--- src/rtl/fifo_arb_pkg.sv ---
// Shared types and width helpers for the FIFO write-port arbiter.
// Used by fifo_wr_arbiter and rr_pick.
package fifo_arb_pkg;

    // Arbiter state: waiting for a request, or holding a packet grant
    typedef enum logic {
        IDLE   = 1'b0,
        LOCKED = 1'b1
    } arb_state_t;

    // Width of a requester index; never narrower than one bit
    function automatic int id_w(input int n);
        return (n > 1) ? $clog2(n) : 1;
    endfunction

    // Width of a beat counter that must be able to hold the value m
    function automatic int cnt_w(input int m);
        return (m > 1) ? $clog2(m + 1) : 1;
    endfunction

endpackage

--- src/rtl/fifo_wr_arbiter_rr_pick.sv ---
// Combinational round-robin picker: first requester at or after rr_ptr.
// The request vector is doubled so the cyclic search becomes a linear one.
module rr_pick
    import fifo_arb_pkg::*;
#(
    parameter int N_REQ = 4,
    localparam int IW = id_w(N_REQ)
) (
    input  logic [N_REQ-1:0] req,
    input  logic [IW-1:0]    rr_ptr,
    output logic [IW-1:0]    winner,
    output logic             any_req
);

    logic [2*N_REQ-1:0] dbl;
    logic [IW:0]        pos;

    assign dbl     = {req, req};
    assign any_req = |req;

    // Lowest set bit of the doubled vector inside [rr_ptr, rr_ptr+N_REQ)
    always_comb begin
        pos = '0;
        for (int j = 2*N_REQ-1; j >= 0; j--) begin
            if (dbl[j] && (j >= int'(rr_ptr)) &&
                (j < int'(rr_ptr) + N_REQ)) begin
                pos = (IW+1)'(j);
            end
        end
    end

    // Fold the doubled-vector position back into the requester range
    always_comb begin
        if (pos >= (IW+1)'(N_REQ)) begin
            winner = IW'(pos - (IW+1)'(N_REQ));
        end else begin
            winner = pos[IW-1:0];
        end
    end

endmodule

--- src/rtl/fifo_wr_arbiter.sv ---
// Packet-granular round-robin arbiter for one FIFO write port.
// Optional per-grant beat cap is enabled by FIFO_ARB_BURST_LIMIT_EN.
module fifo_wr_arbiter
    import fifo_arb_pkg::*;
#(
    parameter int N_REQ       = 4,
    parameter int VALUE_WIDTH = 8,
    parameter int MAX_BURST   = 16
) (
    input  logic                         in_clk_i,
    input  logic                         reset_n_i,
    input  logic [N_REQ-1:0]             req_valid_i,
    input  logic [N_REQ-1:0]             req_last_i,
    input  logic [N_REQ*VALUE_WIDTH-1:0] req_value_i,
    output logic [N_REQ-1:0]             req_ready_o,
    output logic                         fifo_valid_o,
    input  logic                         fifo_ready_i,
    output logic [VALUE_WIDTH-1:0]       fifo_value_o,
    output logic [id_w(N_REQ)-1:0]       grant_id_o,
    output logic                         busy_o
);

    localparam int IW = id_w(N_REQ);

    if (N_REQ < 2 || MAX_BURST < 1) begin : g_bad_cfg
        $error("fifo_wr_arbiter: N_REQ must be >= 2, MAX_BURST >= 1");
    end

    arb_state_t    state;
    logic [IW-1:0] rr_ptr;
    logic [IW-1:0] grant_q;
    logic          busy_q;
    logic [IW-1:0] winner;
    logic [IW-1:0] next_ptr;
    logic          any_req;
    logic          locked;
    logic          g_valid;
    logic          g_last;
    logic          beat;
    logic          release_pkt;

    rr_pick #(
        .N_REQ (N_REQ)
    ) u_pick (
        .req     (req_valid_i),
        .rr_ptr  (rr_ptr),
        .winner  (winner),
        .any_req (any_req)
    );

    assign locked  = (state == LOCKED);
    assign g_valid = req_valid_i[grant_q];
    assign g_last  = req_last_i[grant_q];
    assign beat    = locked & g_valid & fifo_ready_i;

    assign next_ptr = (grant_q == IW'(N_REQ - 1)) ?
                      '0 : grant_q + IW'(1);

`ifdef FIFO_ARB_BURST_LIMIT_EN
    localparam int CW = cnt_w(MAX_BURST);

    logic [CW-1:0] beat_cnt;
    logic          cap_hit;

    // Beat being accepted now is the last one allowed for this grant
    assign cap_hit     = (beat_cnt == CW'(MAX_BURST - 1));
    assign release_pkt = beat & (g_last | cap_hit);

    // Beats accepted under the current grant, cleared when a grant is won
    always_ff @(posedge in_clk_i or negedge reset_n_i) begin
        if (!reset_n_i) begin
            beat_cnt <= '0;
        end else if (!locked && any_req) begin
            beat_cnt <= '0;
        end else if (beat) begin
            beat_cnt <= beat_cnt + CW'(1);
        end
    end
`else
    assign release_pkt = beat & g_last;
`endif

    // Grant FSM: win in IDLE, hold the lock until the packet is released
    always_ff @(posedge in_clk_i or negedge reset_n_i) begin
        if (!reset_n_i) begin
            state   <= IDLE;
            rr_ptr  <= '0;
            grant_q <= '0;
            busy_q  <= 1'b0;
        end else begin
            unique case (state)
                IDLE: begin
                    if (any_req) begin
                        grant_q <= winner;
                        state   <= LOCKED;
                        busy_q  <= 1'b1;
                    end
                end
                LOCKED: begin
                    if (release_pkt) begin
                        state  <= IDLE;
                        busy_q <= 1'b0;
                        rr_ptr <= next_ptr;
                    end
                end
            endcase
        end
    end

    // Pass-through of the granted requester while locked, quiet otherwise
    always_comb begin
        fifo_valid_o = locked & g_valid;
        fifo_value_o = '0;
        req_ready_o  = '0;
        if (locked) begin
            fifo_value_o =
                req_value_i[grant_q*VALUE_WIDTH +: VALUE_WIDTH];
        end
        for (int i = 0; i < N_REQ; i++) begin
            if (locked && (grant_q == IW'(i))) begin
                req_ready_o[i] = fifo_ready_i;
            end
        end
    end

    assign grant_id_o = grant_q;
    assign busy_o     = busy_q;

endmodule

--- config.mk ---
export PLATFORM = sky130hd
export DESIGN_NAME = fifo_wr_arbiter
export DESIGN_NICKNAME = d
export VERILOG_FILES = /design/src/rtl/fifo_arb_pkg.sv /design/src/rtl/fifo_wr_arbiter_rr_pick.sv /design/src/rtl/fifo_wr_arbiter.sv
export SDC_FILE = /design/constraint.sdc
export NUM_CORES = 1
export LEC_CHECK = 0
export ABC_AREA = 0
export CAP_MARGIN = 20
export CORE_MARGIN = 1
export CORE_UTILIZATION = 32
export CTS_CLUSTER_SIZE = 20
export DETAILED_ROUTE_END_ITERATION = 16
export PLACE_DENSITY_LB_ADDON = 0.1
export SYNTH_ARGS = -nofsm -noshare
export SYNTH_HDL_FRONTEND = slang
export SYNTH_SLANG_ARGS = --single-unit
--- constraint.sdc ---
create_clock -name in_clk_i -period 2.1 [get_ports in_clk_i]
set_input_delay 0.42 -clock in_clk_i [delete_from_list [all_inputs] [get_ports in_clk_i]]
set_output_delay 0.42 -clock in_clk_i [all_outputs]
set_load 0.01 [all_outputs]
Yosys cells after proc, flatten, opt, wreduce, memory -nomap -nowiden
Index checks and enable logic that the tools add are counted.
{"block": "op_classes", "n_bitwise": 4, "muxes": 25, "shift": 1, "n_reduce_logical": 20, "n_lt_le_gt_ge": 13, "addsub": 3, "eq_ne": 5}
{"cell": "less-than comparator 4 x 32 -> 1 bit (first input constant)", "n": 4}
{"cell": "less-than comparator 3 x 32 -> 1 bit (first input constant)", "n": 2}
{"cell": "less-than comparator 1 x 32 -> 1 bit (first input constant)", "n": 1}
{"cell": "less-than comparator 2 x 32 -> 1 bit (first input constant)", "n": 1}
{"cell": "indexed part select 32 x 6 -> 8 bit", "n": 1}
{"cell": "two-way mux 3 bit", "n": 8}
{"cell": "logical AND 1 bit", "n": 15}
{"cell": "two-way mux 1 bit", "n": 10}
{"cell": "two-way mux 8 bit", "n": 1}
{"cell": "AND reduction 2 bit", "n": 3}
{"cell": "adder 2 x 3 -> 4 bit (second input constant)", "n": 1}
{"cell": "binary-select mux 1 bit (select 2 bit)", "n": 2}
{"cell": "== test 2 bit (second input constant)", "n": 2}
{"cell": ">= comparator 1 x 2 -> 1 bit (first input constant)", "n": 2}
{"cell": "two-way mux 2 bit", "n": 2}
{"cell": "case mux 1 bit (2 select lines)", "n": 2}
{"cell": "OR reduction 4 bit", "n": 1}
{"cell": "AND 1 bit", "n": 3}
{"cell": ">= comparator 3 bit (second input constant)", "n": 1}
{"cell": "less-than comparator 2 x 3 -> 1 bit (second input constant)", "n": 1}
{"cell": "adder 2 x 1 -> 2 bit (second input constant)", "n": 1}
{"cell": "== test 2 x 1 -> 1 bit (second input constant)", "n": 1}
{"cell": ">= comparator 2 bit (first input constant)", "n": 1}
{"cell": "logical NOT 2 bit", "n": 1}
{"cell": "4 further kinds", "n": 4}
{"block": "word_totals", "register_bits": 6, "out_inout_bits": 16}

Longest topological paths before layout
Gate-level depths: netlist of run 1.
{"block": "logic_depth", "word_depth": 13, "mapped_depth": 5, "depth_no_buf": 4}

Hierarchy
Synthesis of run 1 repeated with hierarchy kept, for this count alone.
{"block": "unflattened", "hier_cells": 66, "hier_area_um2": 706.9}
{"module": "fifo_wr_arbiter", "n_inst": 1, "cells_per_inst": 53, "area_per_inst_um2": 629.4}
{"module": "rr_pick", "n_inst": 1, "cells_per_inst": 13, "area_per_inst_um2": 77.6}

Worst setup path after synthesis of run 1
OpenSTA, ideal clock, no wires.
{"block": "synth_path", "kind": "register to output", "from": "register grant_q[0], in the netlist grant_id_o[0]", "to": "output port fifo_valid_o", "required_time_ns": 1.680, "t_arrival_ns": 1.527, "slack_ns": 0.153, "path_stages_with_launch": 4, "cell_sequence": "dfrtp_1 > buf_2 > mux4_1 > and2_1"}
{"block": "synth_between", "elab_chain_len": 3}
{"element": "start: declaration", "line_no": "fifo_wr_arbiter.sv:31", "text": "logic [IW-1:0] grant_q;"}
{"element": "start signal: assignment", "line_no": "fifo_wr_arbiter.sv:94", "text": "grant_q <= winner;"}
{"element": "binary-select mux 1 bit (select 2 bit)", "line_no": "fifo_wr_arbiter.sv:52", "text": "assign g_valid = req_valid_i[grant_q];"}
{"element": "two-way mux 1 bit (implied by the code)", "line_no": "fifo_wr_arbiter.sv:52"}
{"element": "AND 1 bit", "line_no": "fifo_wr_arbiter.sv:112", "text": "fifo_valid_o = locked & g_valid;"}
{"element": "end: declaration", "line_no": "fifo_wr_arbiter.sv:16", "text": "output logic fifo_valid_o,"}
No other way between the ends. The select of a mux whose other input is x is not followed.

Final worst setup path of run 1
{"block": "layout_path", "from": "input port req_value_i[25]", "to": "output port fifo_value_o[1]"}
{"block": "layout_between", "elab_chain_len": 2}
{"element": "start: declaration", "line_no": "fifo_wr_arbiter.sv:14", "text": "input logic [N_REQ*VALUE_WIDTH-1:0] req_value_i,"}
{"element": "indexed part select 32 x 6 -> 8 bit", "line_no": "fifo_wr_arbiter.sv:117", "text": "req_value_i[grant_q*VALUE_WIDTH +: VALUE_WIDTH];"}
{"element": "two-way mux 8 bit", "line_no": "fifo_wr_arbiter.sv:115", "text": "if (locked) begin"}
{"element": "end: declaration", "line_no": "fifo_wr_arbiter.sv:18", "text": "output logic [VALUE_WIDTH-1:0] fifo_value_o,"}
No other way between the ends.

==> results.yml, run 1 <==
outcome:
  status: "finished clean"
global_routing:
  first_global_vias: 826
  antenna_found_initial: 0
  grt_use_total: 0.208
  grt_pass1_wl_mm: 3.82
  grt.overflow.total: 0
  grt_max_degree: 17
logic_synthesis:
  synth_nets: 112
  syn_avg_cell_area_um2: 10.8
  ys_seq_area_frac: 0.214
  synthesis.area_um2: 703
  synthArstFlopShare: 1.00
  yosys-top-cells-area: "mux4_2 (29%), dfrtp_1 (21%), and2_1 (8.0%), ha_1 (7.1%), mux4_1 (3.7%)"
  synth_ff_type: "dfrtp_1"
  synth_area_leader_cell: "mux4_2"
  ys_ff_latch: 6
  yosysTopAreaCellShare: 0.288
  synth_cells: 65
  synth_edf_count: 0
  ys_top_cells_by_count: "and2_1 (9), mux4_2 (9), dfrtp_1 (6)"
  synth_warnings: 0
  ys_types: 27
clocking:
  cts_buffer_depth: 2
  cts_tree: "yes"
  cts_hold_buffers: 0
  cts_root_buf: "clkbuf_4"
  clkSinkCount: 6
  cts_max_level: 1
  clkLatencyLatePin_ps: 230
  cts_made_buffers: 3
  clk_pin_slew_worst_paths_ps: 40
timing:
  fin_skew_ps: 2.15
  setup_slack_ps: 32.3
  hold_violations: 0
  setup_viol: 0
  slew_headroom: 0.722
  timing.final.crit_share: 0.985
  worst_pin_slew_ps: 417
  slew_viol_final: 0
  fmax_mhz: 484
  fin_crit_ps: 2070
  rsz0062_at_grt: "false"
finish:
  nets: 184
  final_cells: 162
  drive_gt1_frac: 0.296
  seqCellArea_um2: 151
  diodes: 0
  fillerInstances: 162
  design_area_mm2: 0.00144
  final_core_util: 0.712
  syn_to_final_growth_pct: 105
  multi_input_area_um2: 538
placement:
  post-dp-hpwl_mm: 1.96
  port-buffer-count: 58
  place_area_mm2: 0.00140
  finalWeightedCongestion: 0.791
  placed_cells: 157
  pre_cts_ws_ps: -310
routing:
  dr_total_vias: 808
  finalWirelength_mm: 2.41
  viasPerCell: 4.99
  drtIter0Drc: 2
  wl_per_cell_um: 14.8
  ant_nets: 0
  first_pass_iters: 2
  drc: 0
min_path:
  hold_path.class: "primary input to async pin"
floorplan:
  die_w_um: 48.9
  start_util: 0.348
  die_y_um: 48.9
  core.rowCount: 16
  die-area_mm2: 0.00239
  ios: 59
  core_mm2: 0.00202
setup_path:
  path_delay_family: "buffers and inverters"
  cp_cell_sequence: "clkdlybuf4s50_1, mux4_2, and2_1, clkdlybuf4s15_1"
  crit_path_start_kind: "primary input"
  cp_slowest_cell: "mux4_2"
  cp-end-kind: "output port"
  critPathArrivalTime_ps: 1650
  path_class: "primary input to output port"
  critPathMaxFanout: 1
  cp_slowest_stage_delay_ps: 450
  cp_num_buf_inv: 2
  required_ps: 1680
run:
  drv_cap: 0
pwr:
  power_leakage_nw: 0.649
  power_density_mw_per_mm2: 1010
  peakVddDrop_mv: 0.775
[registers in the layout (all words and copies together), names as in the netlist]
name        count
rr_ptr          2
busy_o          1
locked          1
grant_id_o      2
[final timing paths]
kind	from	end	slack, ps	cells past startpoint
max in group asynchronous	reset_n_i	grant_id_o[0]	1450	1
worst max register to register	grant_id_o[0]	rr_ptr[0]	90	6
worst min-delay path	reset_n_i	locked	420	1
worst min register to register	busy_o	busy_o	480	1
worst max-delay path	req_value_i[25]	fifo_value_o[1]	30	4
min in group in_clk_i	busy_o	busy_o	480	1
[per-stage QoR]
stage,power (mW),setup TNS [ps],hold WS [ps]
detailed placement,1.36,-2630,473
finish,1.46,0,423
floorplan,0.784,0,124
CTS,1.43,0,417
global placement,1.32,-2270,464
global route,1.56,0,432
[logic make-up (layout without fill, tap and decap cells)]
group | count (synthesis) | in the layout | synth area share
multiplexers | 14 | 14 | 0.388
AO/OA/AOI/OAI | 7 | 7 | 0.0623
adder cells (fa/ha/maj) | 4 | 4 | 0.0712
AND/OR/NAND/NOR | 28 | 28 | 0.226
buffers and inverters | 6 | 76 | 0.0391
flip-flops | 6 | 6 | 0.214
[placed cells by master (no fill, tap or decap), drive strengths merged, types with 2 or more instances in the layout]
master / instances
mux4: 10
dfrtp: 6
a21oi: 3
and2: 9
clkbuf: 6
inv: 2
nor3b: 2
dlygate4sd2: 4
a21o: 2
mux2: 3
ha: 4
nand2: 5
buf: 17
dlymetal6s2s: 3
nor2: 4
and3: 4
clkdlybuf4s50: 42
[cell type report]
cell class | count | share of cell area
Clock buffer | 3 | 0.0156
Inverter | 3 | 0.00956
Multi-Input combinational cell | 53 | 0.374
Sequential cell | 6 | 0.105
Tap cell | 27 | 0.0235
Timing Repair Buffer | 70 | 0.473
[what timing repair did]
item,in CTS,in global routing
setup endpoints to repair,13,8
setup buffers,2,0
resized for setup,33,18
pin swaps,0,1
[power by group]
group	switching [mW]	leakage, nW	internal, mW
clock	0.0351	0.0138	0.0642
combinational	0.427	0.566	0.679
sequential	0.0784	0.0684	0.172
[routing by layer]
metal / part of all wire / vias to the layer above / GRT usage
li1: - / 391 / -
met1: 0.39 / 383 / 0.229
met2: 0.54 / 34 / 0.398
met3: 0.071 / 0 / 0.0530
met4: 0 / 0 / 0.0441
met5: 0 / - / 0
Note: power is estimated with default switching activity, not from simulation.
==> run 2: changes to the inputs <==
--- a/config.mk
+++ b/config.mk
@@ -11,6 +11,7 @@
 export CORE_UTILIZATION = 32
 export CTS_CLUSTER_SIZE = 20
 export DETAILED_ROUTE_END_ITERATION = 16
+export GPL_TIMING_DRIVEN = 1
 export PLACE_DENSITY_LB_ADDON = 0.1
 export SYNTH_ARGS = -nofsm -noshare
 export SYNTH_HDL_FRONTEND = slang
==> constraint.sdc (replaced) <==
create_clock -name in_clk_i -period 2.3 [get_ports in_clk_i]
set_input_delay 0.46 -clock in_clk_i [delete_from_list [all_inputs] [get_ports in_clk_i]]
set_output_delay 0.46 -clock in_clk_i [all_outputs]
set_load 0.01 [all_outputs]
==> run 2 against run 1 <==
Against the previous run:
- worst setup slack improved by 21 ps
- combinational power decreased by 18%
- worst hold slack improved by 40 ps
- non-clock buffer count decreased by 2
- utilization decreased by 2.1 points
- clock skew increased by 3.7 ps
- clock power decreased by 7.8%
- largest power group unchanged
- power decreased by 16%
- wire length decreased by 12%
- sequential power decreased by 11%
- global-route usage decreased by 0.82 points
- clock-buffer cell count unchanged
==> results.yml, run 2 (synthesis results as in run 1) <==
outcome:
  status: "finished clean"
setup_path:
  cp_cell_sequence: "clkdlybuf4s50_1, mux4_2, and2_1, dlygate4sd2_1"
  cp-end-kind: "output port"
  critPathMaxFanout: 2
  path_class: "primary input to output port"
  crit_path_start_kind: "primary input"
  cp_slowest_stage_delay_ps: 470
  critPathArrivalTime_ps: 1790
  cp_slowest_cell: "mux4_2"
  required_ps: 1840
floorplan:
  core_mm2: 0.00202
  die-area_mm2: 0.00239
  die_w_um: 48.9
  ios: 59
  die_y_um: 48.9
  core.rowCount: 16
  start_util: 0.348
global_routing:
  antenna_found_initial: 0
  first_global_vias: 767
  grt.overflow.total: 0
  grt_use_total: 0.200
  grt_max_degree: 17
  grt_pass1_wl_mm: 3.73
finish:
  final_cells: 160
  nets: 182
  syn_to_final_growth_pct: 98.8
  final_cell_mix: "clkdlybuf4s50_1 (49), mux4_2 (10), and2_1 (9), dlygate4sd2_1 (9), buf_4 (9)"
  seqCellArea_um2: 151
  diodes: 0
  fillerInstances: 171
  drive_gt1_frac: 0.203
  multi_input_area_um2: 522
  final_common_cell: "clkdlybuf4s50_1"
placement:
  pre_cts_ws_ps: -178
  port-buffer-count: 58
  finalWeightedCongestion: 0.751
  placed_cells: 156
  post-dp-hpwl_mm: 1.76
timing:
  fin_crit_ps: 2250
  holdWs_ps: 463
  rsz0062_at_grt: "false"
  fmax_mhz: 445
  fin_skew_ps: 5.83
  worst_pin_slew_ps: 412
  slew_viol_final: 0
  timing.final.crit_share: 0.977
  slew_headroom: 0.726
  setup_viol: 0
  hold_violations: 0
  setup_slack_ps: 53.0
clocking:
  clkSinkCount: 6
  cts_max_level: 1
  cts_root_buf: "clkbuf_4"
  clk_pin_slew_worst_paths_ps: 40
  cts_buffer_depth: 2
  clkLatencyLatePin_ps: 240
  cts_made_buffers: 3
  cts_tree: "yes"
routing:
  dr_total_vias: 787
  drtIter0Drc: 13
  drc: 0
  viasPerCell: 4.92
  finalWirelength_mm: 2.12
  ant_nets: 0
  wl_per_cell_um: 13.2
  first_pass_iters: 3
pwr:
  peakVddDrop_mv: 0.665
  p_total_mw: 1.22
  power_leakage_nw: 0.589
  power_density_mw_per_mm2: 874
min_path:
  hold_path.class: "primary input to async pin"
run:
  drv_cap: 0
==> run 2: timing repair <==
action	4_1_cts	5_1_grt
hold buffers	0	0
setup endpoints to repair	9	1
buffers inserted	1	0
resized for setup	10	1
==> run 2: final timing paths <==
path,from,to,slack (ps),cells after the start
hold / removal,reset_n_i,locked,460,1
setup reg to reg,grant_id_o[0],rr_ptr[0],420,5
setup / recovery,req_valid_i[3],fifo_valid_o,50,4
max in group asynchronous,reset_n_i,grant_id_o[0],1590,1
hold reg to reg,busy_o,busy_o,480,1
min in group in_clk_i,busy_o,busy_o,480,1
==> run 2: power by group <==
group	switching, mW	internal [mW]
sequential	0.0659	0.157
clock	0.0330	0.0587
combinational	0.341	0.567
==> run 2: per-stage QoR <==
stage / cell area (um^2) / util / TNS (ps)
floorplan: 703 / - / 0
global placement: 1380 / 0.683 / -896
detailed placement: 1380 / 0.683 / -1110
CTS: 1400 / 0.693 / 0
global route: 1400 / 0.691 / 0
finish: 1400 / 0.691 / 0
==> run 2: per-layer routing <==
layer / GRT usage / share of wire / vias up
met3: 0.0467 / 0.068 / 0
met5: 0 / 0 / -
li1: - / - / 380
met2: 0.336 / 0.47 / 36
met1: 0.261 / 0.46 / 371
met4: 0.0441 / 0 / 0
==> run 2: critical path: cells and delay by family <==
family                 cells  cell delay (ps)
buffers and inverters      2              700
and+or+nand+nor            1              160
muxes                      1              470
==> run 2: layout make-up <==
cell class | instances | area share
clock buffers | 3 | 0.0161
inverters | 3 | 0.00806
multi-input cells | 53 | 0.373
flip-flops and latches | 6 | 0.108
well taps | 27 | 0.0242
repair buffers | 68 | 0.470
